--- src/rtl/regwrite_arbiter.sv ---
// Register-bank write arbiter: one registered grant per cycle with a one-hot ack and write strobe.
// Define REGWRITE_ARB_RR_EN for round-robin arbitration; fixed priority (index 0 highest) otherwise.
module regwrite_arbiter #(
    parameter int NREQ = 6,
    parameter int CNTW = 8
) (
    input  logic            clk,
    input  logic            reset,
    input  logic [NREQ-1:0] req,
    input  logic            hold,
    output logic [2:0]      sel,
    output logic            reg_write,
    output logic [NREQ-1:0] ack,
    output logic            busy,
    output logic [CNTW-1:0] wr_count
);

    typedef enum logic {IDLE = 1'b0, WRITE = 1'b1} state_t;

    state_t          state;
    logic [NREQ-1:0] eligible;
    logic            grant_vld;
    logic [2:0]      grant_idx;
    logic [NREQ-1:0] grant_oh;

    function automatic logic [NREQ-1:0] onehot(input int idx);
        onehot = NREQ'(1) << idx;
    endfunction

    function automatic logic [2:0] pick_fixed(input logic [NREQ-1:0] e);
        pick_fixed = 3'b000;
        for (int i = NREQ - 1; i >= 0; i--) begin
            if ((e & onehot(i)) != '0) pick_fixed = 3'(i);
        end
    endfunction

    function automatic logic [2:0] pick_rr(input logic [NREQ-1:0] e, input logic [2:0] start);
        int   idx;
        logic found;
        pick_rr = 3'b000;
        found   = 1'b0;
        for (int k = 0; k < NREQ; k++) begin
            idx = int'(start) + k;
            if (idx >= NREQ) idx = idx - NREQ;
            if (!found && ((e & onehot(idx)) != '0)) begin
                pick_rr = 3'(idx);
                found   = 1'b1;
            end
        end
    endfunction

    // The requester acked this cycle still holds req high; mask it so it is not re-granted.
    assign eligible  = req & ~ack;
    assign grant_vld = !hold && (eligible != '0);

`ifdef REGWRITE_ARB_RR_EN
    logic [2:0] rr_ptr;
    assign grant_idx = pick_rr(eligible, rr_ptr);
`else
    assign grant_idx = pick_fixed(eligible);
`endif

    assign grant_oh  = grant_vld ? onehot(int'(grant_idx)) : '0;
    assign reg_write = (state == WRITE);

    always_ff @(posedge clk) begin
        if (reset) begin
            state    <= IDLE;
            sel      <= 3'b000;
            ack      <= '0;
            busy     <= 1'b0;
            wr_count <= '0;
`ifdef REGWRITE_ARB_RR_EN
            rr_ptr   <= 3'b000;
`endif
        end else begin
            busy <= (eligible & ~grant_oh) != '0;
            if (grant_vld) begin
                state    <= WRITE;
                sel      <= grant_idx;
                ack      <= grant_oh;
                wr_count <= wr_count + CNTW'(1);
`ifdef REGWRITE_ARB_RR_EN
                rr_ptr   <= (grant_idx == 3'(NREQ - 1)) ? 3'b000 : grant_idx + 3'd1;
`endif
            end else begin
                // sel keeps its last value so the destination mux output stays stable
                state <= IDLE;
                ack   <= '0;
            end
        end
    end

endmodule

--- config.mk ---
export PLATFORM = sky130hd
export DESIGN_NAME = regwrite_arbiter
export DESIGN_NICKNAME = d
export VERILOG_FILES = /design/src/rtl/regwrite_arbiter.sv
export SDC_FILE = /design/constraint.sdc
export NUM_CORES = 1
export LEC_CHECK = 0
export ABC_AREA = 1
export CAP_MARGIN = 20
export CORE_MARGIN = 1.5
export CORE_UTILIZATION = 35
export DETAILED_ROUTE_END_ITERATION = 10
export GPL_TIMING_DRIVEN = 0
export PLACE_DENSITY = 0.73
export SYNTH_ARGS = -nofsm -noshare
export SYNTH_HDL_FRONTEND = slang
export SYNTH_SLANG_ARGS = --single-unit
--- constraint.sdc ---
create_clock -name clk -period 1.2 [get_ports clk]
set_input_delay 0.24 -clock clk [delete_from_list [all_inputs] [get_ports clk]]
set_output_delay 0.24 -clock clk [all_outputs]
set_load 0.01 [all_outputs]
==> results of run 1 <==
placed cells by master (no fill, tap or decap), types with 2 or more instances in the layout:
cell             instances
clkbuf_2                 5
o21ai_2                  5
nor2_2                   2
clkdlybuf4s15_1          7
nand2_1                 19
nand2_4                 10
buf_4                   10
nor2_4                   4
a21oi_1                  2
nand3_1                  5
nor3_2                   2
nor2_1                  10
nand2_2                  6
inv_2                   10
dfxtp_4                  6
a21oi_2                  6
clkbuf_4                 3
dfxtp_1                  4
buf_6                    2
inv_1                   20
nand3_2                  5
dlygate4sd2_1           12
dfxtp_2                  9
nor3_1                   2
flip-flops by register name, indices dropped and copies added (netlist names):
register / cells
busy: 1
ack: 6
reg_write: 1
wr_count: 8
sel: 3
path summary, 6_finish.rpt:
kind                                               start  cells after the start                  endpoint  slack (ns)
worst min register to register  wr_count[0]$_SDFFE_PP0P_                      1  wr_count[0]$_SDFFE_PP0P_        0.46
worst min-delay path                               reset                      2  wr_count[6]$_SDFFE_PP0P_        0.19
worst max-delay path                   ack[1]$_SDFF_PP0_                     11           busy$_SDFF_PP0_       -0.20
worst max register to register         ack[1]$_SDFF_PP0_                     11           busy$_SDFF_PP0_       -0.20
metrics by stage:
stage / power (mW) / worst slack [ns] / hold slack (ns)
after CTS: 1.28 / -0.157 / 0.177
final: 1.31 / -0.204 / 0.191
after detailed placement: 0.927 / -0.547 / 0.470
after global routing: 1.38 / -0.298 / 0.180
after floorplan: 0.832 / -0.0727 / 0.410
after global placement: 0.920 / -0.542 / 0.457
cell type report:
class | instances | area (sq um)
fillers | 263 | 1140
multi-input cells | 87 | 658
flip-flops and latches | 19 | 414
repair buffers | 39 | 347
inverters | 31 | 129
well taps | 31 | 38.8
plain buffers | 2 | 25.0
clock buffers | 3 | 22.5
clock inverters | 1 | 5.00
metal layers:
layer	track usage [%]	routed length, um	vias to the layer above
li1	-	-	512
met1	17.6	1010	481
met2	30.8	1500	26
met3	4.31	115	4
met4	1.99	21	0
met5	0	0	-
cell families after synthesis:
family | Yosys count | share of synthesized area, %
AO/OA/AOI/OAI | 15 | 9.06
XOR/XNOR | 1 | 0.846
adder cells (fa/ha/maj) | 1 | 1.21
buffers and inverters | 33 | 13.3
flip-flops | 19 | 36.7
AND/OR/NAND/NOR | 70 | 38.9
power groups by stage:
stage | registers (mW) | clock network, mW | logic, mW
final | 0.663 | 0.325 | 0.321
after global routing | 0.667 | 0.369 | 0.347
after CTS | 0.667 | 0.336 | 0.277
after detailed placement | 0.682 | 0 | 0.245
after global placement | 0.682 | 0 | 0.238
after floorplan | 0.691 | 0 | 0.141
worst max-delay path: stages, from the launching register on:
cell and delay (ns):
dfxtp_2 0.35, inv_2 0.04, nand2_4 0.07, nand2_4 0.06, nor2_4 0.14, nand2_2 0.10, nor2_4 0.13, inv_2 0.07
o21ai_2 0.12, nand3_1 0.09, nor2_1 0.09, nor2_1 0.04
timing repair:
action,CTS,global route
hold buffers,0,0
pin swaps,14,13
endpoints found under the setup margin,35,30
buffers inserted,8,4
hold endpoints to repair,0,0
cloned,1,0
resized for setup,58,45
==> metrics.md, run 1 <==
| Metric | Value |
|---|---|
| Status | `finished, violations left` |
| Failing checks | `setup timing` |
| Final worst slack | `-0.204 ns` |
| Starting DRT DRC Count | `14` |
| RD Place Congestion | `between 0.8 and 0.9` |
| Sequential group share of total power | `around half` |
| Nets | `193` |
| Rows | `19` |
| FMAX | `about 710 MHz` |
| Syn-to-layout area delta | `58.2%` |
| Longest Clk Path Bufs | `2` |
| ANT nets after route | `0` |
| CTS clk-pin slew, worst paths | `roughly 0.11 ns` |
| H-tree levels | `1` |
| Final Hold Viols | `0` |
| Crit path launch type | `flop` |
| Top cells by area, synth | `dfxtp_1 (37%), nand2_1 (10%), inv_1 (9.1%), nand2_4 (4.3%), nor2_1 (4.3%)` |
| Fin cells | `roughly 210` |
| Final Instance Area | `around 1600 sq um` |
| Sw Pwr | `about 0.40 mW` |
| Vias per cell | `a little under 5` |
| IR drop worst, VDD | `roughly 0.00080 V` |
| Dominant synthesized flop cell | `dfxtp_1` |
| Synthesized cell area | `about 1000 sq um` |
| Path type of the worst min-delay path | `in2reg` |
| Switching part of the total power | `a little under a third` |
| Fin crit share | `117%` |
| Synth warnings | `0` |
| Vias in the first global route | `slightly above 1000` |
| Inst Count DP | `196` |
| Yosys top cell by area | `dfxtp_1` |
| Root buf cell | `clkbuf_4` |
| Final Critical Period | `about 1.4 ns` |
| Diodes inserted | `0` |
| Syn nets | `about 150` |
| Starting density of the core | `between 30% and 40%` |
| Worst Tran Pin Value | `between 0.4 and 0.5 ns` |
| Asr flop ratio synth | `0%` |
| Worst Setup End Kind | `flop` |
| Post-synth top area share | `between 30% and 40%` |
| Critical path class | `reg2reg` |
| Max FO, Critical Path | `3` |
| CTS tree | `built` |
| DIE HEIGHT | `between 50 and 60 um` |
| Full die area | `~3300 sq um` |
| DP HPWL | `1700 um` |
| Seq cells post-synth | `19` |
| Worst skew pair latency | `0.30 ns` |
| DP Area | `between 1000 and 1500 sq um` |
| Worst Clk Skew | `around 0.005 ns` |
| Total Wirelength | `2650 um` |
| Post-route DRC | `0` |
| TritonCTS Buffers | `3` |
| Pwr Density | `approximately 800 nW/um^2` |
| Cell count after synthesis | `between 100 and 150` |
| Layout cells sized above 1 | `53.8%` |
| Comb pwr share | `about a quarter` |
| Worst path required time | `1.39 ns` |
| Aggregate global routing overflow | `0` |
| Final core occ | `58.9%` |
| First-pass GRT wire length | `approximately 4200 um` |
| Setup TNS | `-1.45 ns` |
| Clk pwr share | `between 20% and 30%` |
| 1st-pass router iterations | `4` |
| Syn_area_per_cell | `roughly 7.5 sq um` |
| Seq/Total Area, Yosys | `roughly 37%` |
| RSZ-0062 raised after global routing | `yes` |
| Pleak | `a little under 0.8 nW` |
| Clock sink count | `19` |
| Worst slew margin | `72.8%` |
| Top-count cell post-synth | `nand2_1` |
| Port Buf Inserts | `26` |
| Largest net degree at the start of global routing | `12` |
| Synth top cells by count | `nand2_1 (28), inv_1 (25), dfxtp_1 (19), nor2_1 (12), nand3_1 (8)` |
| Internal power | `around 0.9 mW` |
| CORE AREA | `2780 sq um` |
| Crit path arrival time | `between 1.5 and 2 ns` |
| EDFF count, synth | `0` |
| Die width | `about 57 um` |
| Max Cap Violations | `0` |
| I/O pins | `28` |
| Via count | `around 1000` |
| Routed length per placed instance | `12.4 um` |
| Total GRT Usage | `16.0%` |
| Slew Limit Fails | `0` |
| Setup violators final | `15` |
| Initial antenna violation count | `0` |
| Netlist cell types | `28` |
Note: power is estimated with default switching activity, not from simulation.
==> inputs of run 2 (changes only) <==
--- a/config.mk
+++ b/config.mk
@@ -11,7 +11,7 @@
 export CORE_UTILIZATION = 35
 export DETAILED_ROUTE_END_ITERATION = 10
 export GPL_TIMING_DRIVEN = 0
-export PLACE_DENSITY = 0.73
+export PLACE_DENSITY_LB_ADDON = 0.25
 export SYNTH_ARGS = -nofsm -noshare
 export SYNTH_HDL_FRONTEND = slang
 export SYNTH_SLANG_ARGS = --single-unit
==> metrics.md, run 2 (synthesis gave the netlist of run 1 again) <==
| Metric | Value |
|---|---|
| Layout cells sized above 1 | `52.2% (-1.7 points)` |
| Worst Setup End Kind | `flop` |
| Longest Clk Path Bufs | `2 (unchanged)` |
| Crit path arrival time | `1.55 ns (-0.05 ns)` |
| Worst Tran Pin Value | `0.307 ns (-0.102 ns)` |
| Hold_buf cts | `0 (unchanged)` |
| ANT nets after route | `0 (unchanged)` |
| CTS clk-pin slew, worst paths | `0.12 ns (about the same)` |
| Syn-to-layout area delta | `56.8%` |
| I/O pins | `28 (unchanged)` |
| Fin Hold WS | `0.185 ns (-0.00581 ns)` |
| Final Hold Viols | `0 (unchanged)` |
| Pwr Density | `805 nW/um^2 (+0.81%)` |
| Final Instance Area | `1620 sq um (-0.92%)` |
| Worst skew pair latency | `0.30 ns (about the same)` |
| Setup violators final | `12 (-3)` |
| Stages on the worst setup path | `11 (unchanged)` |
| Met1 Resource Use GR | `17.4% (-0.21 points)` |
| Reg2reg setup slack | `-0.14 ns (+0.06 ns)` |
| Largest net degree at the start of global routing | `12 (unchanged)` |
| CORE AREA | `2780 sq um (unchanged)` |
| Max stage delay on crit path | `0.35 ns (about the same)` |
| Aggregate global routing overflow | `0 (unchanged)` |
| Root buf cell | `clkbuf_4` |
| Starting density of the core | `37.2% (unchanged)` |
| Final Critical Period | `1.34 ns (-0.0623 ns)` |
| Initial antenna violation count | `0 (unchanged)` |
| Vias in the first global route | `982 (-4.2%)` |
| IR drop worst, VDD | `0.000549 V (-31%)` |
| Full die area | `3300 sq um (unchanged)` |
| RR Endpoint | `busy$_SDFF_PP0_` |
| Flip-flop count of the largest register after layout | `8 (unchanged)` |
| Total chip power | `1.31 mW (-0.11%)` |
| Slew Limit Fails | `0 (unchanged)` |
| Worst path buffer plus inverter count | `1 (-1)` |
| Most frequent cells in the layout | `inv_1 (21), nand2_1 (17), buf_4 (14)` |
| Biggest register | `wr_count` |
| RSZ-0062 raised after global routing | `yes` |
| Post-route DRC | `0 (unchanged)` |
| Diodes inserted | `0 (unchanged)` |
| Worst r2r path cells | `11 (unchanged)` |
| Critical Path Slowest Stage Cell | `dfxtp_2` |
| Worst Clk Skew | `0.000897 ns (-0.00407 ns)` |
| Die width | `57.4 um (unchanged)` |
| CP top delay family | `simple AND/OR/NAND/NOR gates` |
| 1st-pass router iterations | `5 (+1)` |
| Final worst slack | `-0.142 ns (+0.0623 ns)` |
| Final core occ | `58.4% (-0.54 points)` |
| Failing checks | `setup timing` |
| Vias per cell | `4.67 (-2.7%)` |
| Clock sink count | `19 (unchanged)` |
| Nets | `195 (+1.0%)` |
| Path type of the worst min-delay path | `in2reg` |
| FMAX | `745 MHz (+4.6%)` |
| Fin crit share | `112% (-5.2 points)` |
| Port Buf Inserts | `26 (unchanged)` |
| First-pass GRT wire length | `4070 um (-3.7%)` |
| DIE HEIGHT | `57.4 um (unchanged)` |
| Status | `finished, violations left` |
| Hold Crit Start | `reset` |
| Via count | `1005 (-1.8%)` |
| Pleak | `0.801 nW (+1.1%)` |
| Total Wirelength | `2470 um (-6.5%)` |
| RD Place Congestion | `0.796 (-2.3%)` |
| DP Area | `1350 sq um (unchanged)` |
| GR Util met3 | `2.95% (-1.4 points)` |
| Critical path class | `reg2reg` |
| DP HPWL | `1630 um (-3.9%)` |
| Top Usage Layer GRT | `met2` |
| Routed length per placed instance | `11.5 um (-7.4%)` |
| Total GRT Usage | `15.7% (-0.30 points)` |
| Most common cell after layout, fill and taps aside | `inv_1` |
| Max FO, Critical Path | `2 (-1)` |
| TritonCTS Buffers | `3 (unchanged)` |
| Max Cap Violations | `0 (unchanged)` |
| Worst path required time | `1.40 ns (about the same)` |
| Worst Hold End | `wr_count[6]$_SDFFE_PP0P_` |
| Rows | `19 (unchanged)` |
| CP Cell Sequence | `inv_2, nand2_4, nand2_4, nor2_4, nand2_2, nor2_4, nand3_1, nand2_1, nand3_2, nor2_2, nor2_1` |
| H-tree levels | `1 (unchanged)` |
| R2R Path Start | `ack[1]$_SDFF_PP0_` |
| Routing usage on met2 | `29.5% (-1.3 points)` |
| Biggest regs | `wr_count (8), ack (6), sel (3)` |
| Starting DRT DRC Count | `17 (+3)` |
| Crit path launch type | `flop` |
| CTS tree | `built` |
| Worst slew margin | `79.5% (+6.8 points)` |
| Hold Path Depth | `2 (unchanged)` |
==> run 2: timing repair <==
action,4_1_cts,5_1_grt
buffers inserted,10,4
resized for setup,49,44
pin swaps,9,8
setup endpoints to repair,35,32
cloned,0,1
==> run 2: power breakdown <==
group	internal [mW]	switching, mW
Combinational	0.132	0.171
Sequential	0.649	0.0164
Clock	0.124	0.215
==> run 2: cell type report <==
| type | instances | area (sq um) |
|---|---|---|
| plain buffers | 2 | 20.0 |
| clock buffers | 3 | 22.5 |
| clock inverters | 1 | 5.00 |
| fillers | 272 | 1160 |
| inverters | 31 | 129 |
| multi-input cells | 87 | 646 |
| flip-flops and latches | 19 | 408 |
| well taps | 31 | 38.8 |
| repair buffers | 41 | 355 |
==> run 2: stage by stage <==
step                std cells  setup TNS (ns)  setup WS [ns]
floorplan                 139          -0.308        -0.0727
global placement          196           -7.18         -0.552
detailed placement        196           -7.58         -0.559
CTS                       210          -0.951         -0.137
global route              215           -2.31         -0.263
finish                    215           -1.12         -0.142
==> run 2: worst max path at each step <==
| stage | start | to | slack, ns |
|---|---|---|---|
| final | ack[1]$_SDFF_PP0_ | busy$_SDFF_PP0_ | -0.14 |
| after CTS | ack[0]$_SDFF_PP0_ | busy$_SDFF_PP0_ | -0.14 |
| after floorplan | ack[2]$_SDFF_PP0_ | sel[1]$_SDFFE_PP0P_ | -0.07 |
| after detailed placement | req[0] | busy$_SDFF_PP0_ | -0.56 |
| after global placement | req[0] | busy$_SDFF_PP0_ | -0.55 |
| after global routing | ack[0]$_SDFF_PP0_ | busy$_SDFF_PP0_ | -0.26 |
==> run 2: metal layers <==
metal,vias up,part of all wire (%)
li1,519,-
met1,467,40
met2,17,55
met3,2,4.1
met4,0,0.44
met5,-,0
==> inputs of run 3 (changes only) <==
==> constraint.sdc (replaced) <==
create_clock -name clk -period 1.37 [get_ports clk]
set_input_delay 0.274 -clock clk [delete_from_list [all_inputs] [get_ports clk]]
set_output_delay 0.274 -clock clk [all_outputs]
set_load 0.01 [all_outputs]
==> metrics.md, run 3 (synthesis gave the netlist of run 1 again) <==
| Metric | Value |
|---|---|
| Status | `finished, violations left` |
| Failing checks | `setup timing` |
| Post-route DRC | `0 (unchanged)` |
| Crit path launch type | `input pin` |
| Path type of the worst min-delay path | `in2reg` |
| RD Place Congestion | `0.821 (+3.2%)` |
| Critical Path Slowest Stage Cell | `clkdlybuf4s50_1` |
| Multi-input logic area | `597 sq um (-7.6%)` |
| Worst skew pair latency | `0.30 ns (about the same)` |
| RR Endpoint | `busy$_SDFF_PP0_` |
| Biggest regs | `wr_count (8), ack (6), sel (3)` |
| ANT nets after route | `0 (unchanged)` |
| R2R Path Start | `ack[5]$_SDFF_PP0_` |
| Initial antenna violation count | `0 (unchanged)` |
| RSZ-0062 raised after global routing | `yes` |
| Port Buf Inserts | `26 (unchanged)` |
| TritonCTS Buffers | `3 (unchanged)` |
| DIE HEIGHT | `57.4 um (unchanged)` |
| Rows | `19 (unchanged)` |
| Most common cell after layout, fill and taps aside | `inv_1` |
| Aggregate global routing overflow | `0 (unchanged)` |
| Worst Setup End Kind | `flop` |
| Worst slew margin | `76.5% (-3.0 points)` |
| 1st-pass router iterations | `4 (-1)` |
| IR drop worst, VDD | `0.000558 V (+1.7%)` |
| Register area | `394 sq um (-3.4%)` |
| Diodes inserted | `0 (unchanged)` |
| Fin crit share | `101%` |
| I/O pins | `28 (unchanged)` |
| Root buf cell | `clkbuf_4` |
| H-tree levels | `1 (unchanged)` |
| Longest Clk Path Bufs | `2 (unchanged)` |
| CP most frequent cell | `nand2_2` |
| DP HPWL | `1680 um (+3.0%)` |
| Total Wirelength | `2530 um (+2.2%)` |
| Max FO, Critical Path | `5 (+3)` |
| Final Critical Period | `about 1.4 ns` |
| CTS clk-pin slew, worst paths | `0.12 ns (about the same)` |
| Worst r2r path cells | `12 (+1)` |
| Inst Count DP | `196 (unchanged)` |
| CP Cell Sequence | `clkdlybuf4s50_1, nand2_2, nand2_2, nor2_4, nand2_4, nand2_8, nor2_4, nand3_2, nand2_2, nand2_1, nor2_1, nor2_1` |
| CP startpoint | `req[3]` |
| Nets | `191 (-2.1%)` |
| Total GRT Usage | `15.4% (-0.28 points)` |
| Max Cap Violations | `0 (unchanged)` |
| Vias in the first global route | `987 (+0.51%)` |
| FMAX | `approximately 720 MHz` |
| Crit path arrival time | `1.59 ns (+0.04 ns)` |
| FILL cells | `263 (-3.3%)` |
| Biggest register | `wr_count` |
| Pleak | `0.788 nW (-1.5%)` |
| Worst Tran Pin Value | `0.352 ns (+0.0457 ns)` |
| Die width | `57.4 um (unchanged)` |
| Flip-flop count of the largest register after layout | `8 (unchanged)` |
| First-pass GRT wire length | `3930 um (-3.4%)` |
| Slew Limit Fails | `0 (unchanged)` |
| Starting density of the core | `37.2% (unchanged)` |
| Reg2reg setup slack | `0.01 ns (+0.15 ns)` |
| Pwr Density | `746 nW/um^2 (-7.2%)` |
| Routed length per placed instance | `12.0 um (+4.1%)` |
| Total chip power | `1.13 mW (-13%)` |
| Critical path class | `in2reg` |
| Syn-to-layout area delta | `46.6%` |
| Critical Path End | `busy$_SDFF_PP0_` |
| Setup violators final | `1 (-11)` |
| Hold_buf cts | `0 (unchanged)` |
| Via count | `992 (-1.3%)` |
| Vias per cell | `4.70 (+0.58%)` |
| Clock sink count | `19 (unchanged)` |
| Fin cells | `211 (-1.9%)` |
| Final worst slack | `-0.0102 ns (+0.132 ns)` |
| Full die area | `3300 sq um (unchanged)` |
| Layout cells sized above 1 | `40.0% (-12 points)` |
| CORE AREA | `2780 sq um (unchanged)` |
| Max stage delay on crit path | `0.47 ns (+0.12 ns)` |
| Worst Clk Skew | `0.00855 ns (+0.00765 ns)` |
| Most frequent cells in the layout | `inv_1 (23), dlygate4sd2_1 (22), nand2_1 (21)` |
| Largest net degree at the start of global routing | `12 (unchanged)` |
| Worst path required time | `1.58 ns (+0.18 ns)` |
| Starting DRT DRC Count | `19 (+2)` |
| CTS tree | `built` |
| Final Hold Viols | `0 (unchanged)` |
## run 3: cell types whose count changed in the layout (fill, tap and decap cells not counted), sizes merged
cell and delta:
dlymetal6s2s +1, clkbuf -6, dlygate4sd2 +12, clkdlybuf4s50 +1, buf -3, clkdlybuf4s15 -9
## run 3: worst min-delay path by stage
stage	start	to	slack, ns	depth (start not counted)
5_1_grt	reset	wr_count[6]$_SDFFE_PP0P_	0.21	2
3_3_place_gp	sel[2]$_SDFFE_PP0P_	sel[2]$_SDFFE_PP0P_	0.46	2
3_5_place_dp	sel[2]$_SDFFE_PP0P_	sel[2]$_SDFFE_PP0P_	0.46	2
6_report	reset	wr_count[6]$_SDFFE_PP0P_	0.21	2
4_1_cts	reset	wr_count[6]$_SDFFE_PP0P_	0.21	2
2_1_floorplan	hold	ack[5]$_SDFF_PP0_	0.44	3
## run 3: critical path, delay by kind of cell
kind                   cells  cell delay (ns)
AND/OR/NAND/NOR           11             0.85
buffers and inverters      1             0.47
## run 3: per-layer routing
metal	share of wire, %	vias to the layer above	GRT usage [%]
li1	-	508	-
met1	42	449	16.3
met2	51	27	28.2
met3	4.2	8	2.49
met4	2.5	0	8.97
met5	0	-	0
## run 3: timing repair
action | 4_1_cts | 5_1_grt
gates resized for setup | 40 | 17
setup buffers | 8 | 3
endpoints found under the setup margin | 27 | 15
pin swaps | 12 | 14
## run 3: final cells by class
cell class | instances | share of cell area (%)
Multi-Input combinational cell | 87 | 39.3
Sequential cell | 19 | 25.9
Timing Repair Buffer | 37 | 21.1
Inverter | 31 | 7.99
Tap cell | 31 | 2.55
Clock buffer | 3 | 1.48
Buffer | 2 | 1.32
Clock inverter | 1 | 0.329
## run 3: power breakdown
part | internal [mW] | total [mW] | switching (mW)
registers | 0.572 | 0.586 | 0.0141
logic | 0.111 | 0.257 | 0.145
clock network | 0.109 | 0.291 | 0.182
total | 0.793 | 1.13 | 0.341
## run 3: per-stage QoR
step	hold slack (ns)	worst slack, ns	area [sq um]	setup TNS [ns]	utilization, %
2_1_floorplan	0.444	0.0447	1040	0	-
3_3_place_gp	0.461	-0.403	1340	-4.71	48.0
3_5_place_dp	0.455	-0.460	1340	-5.52	48.0
4_1_cts	0.205	-0.00207	1440	-0.00207	51.6
5_1_grt	0.205	-0.121	1520	-0.325	54.6
6_report	0.212	-0.0102	1520	-0.0102	54.6
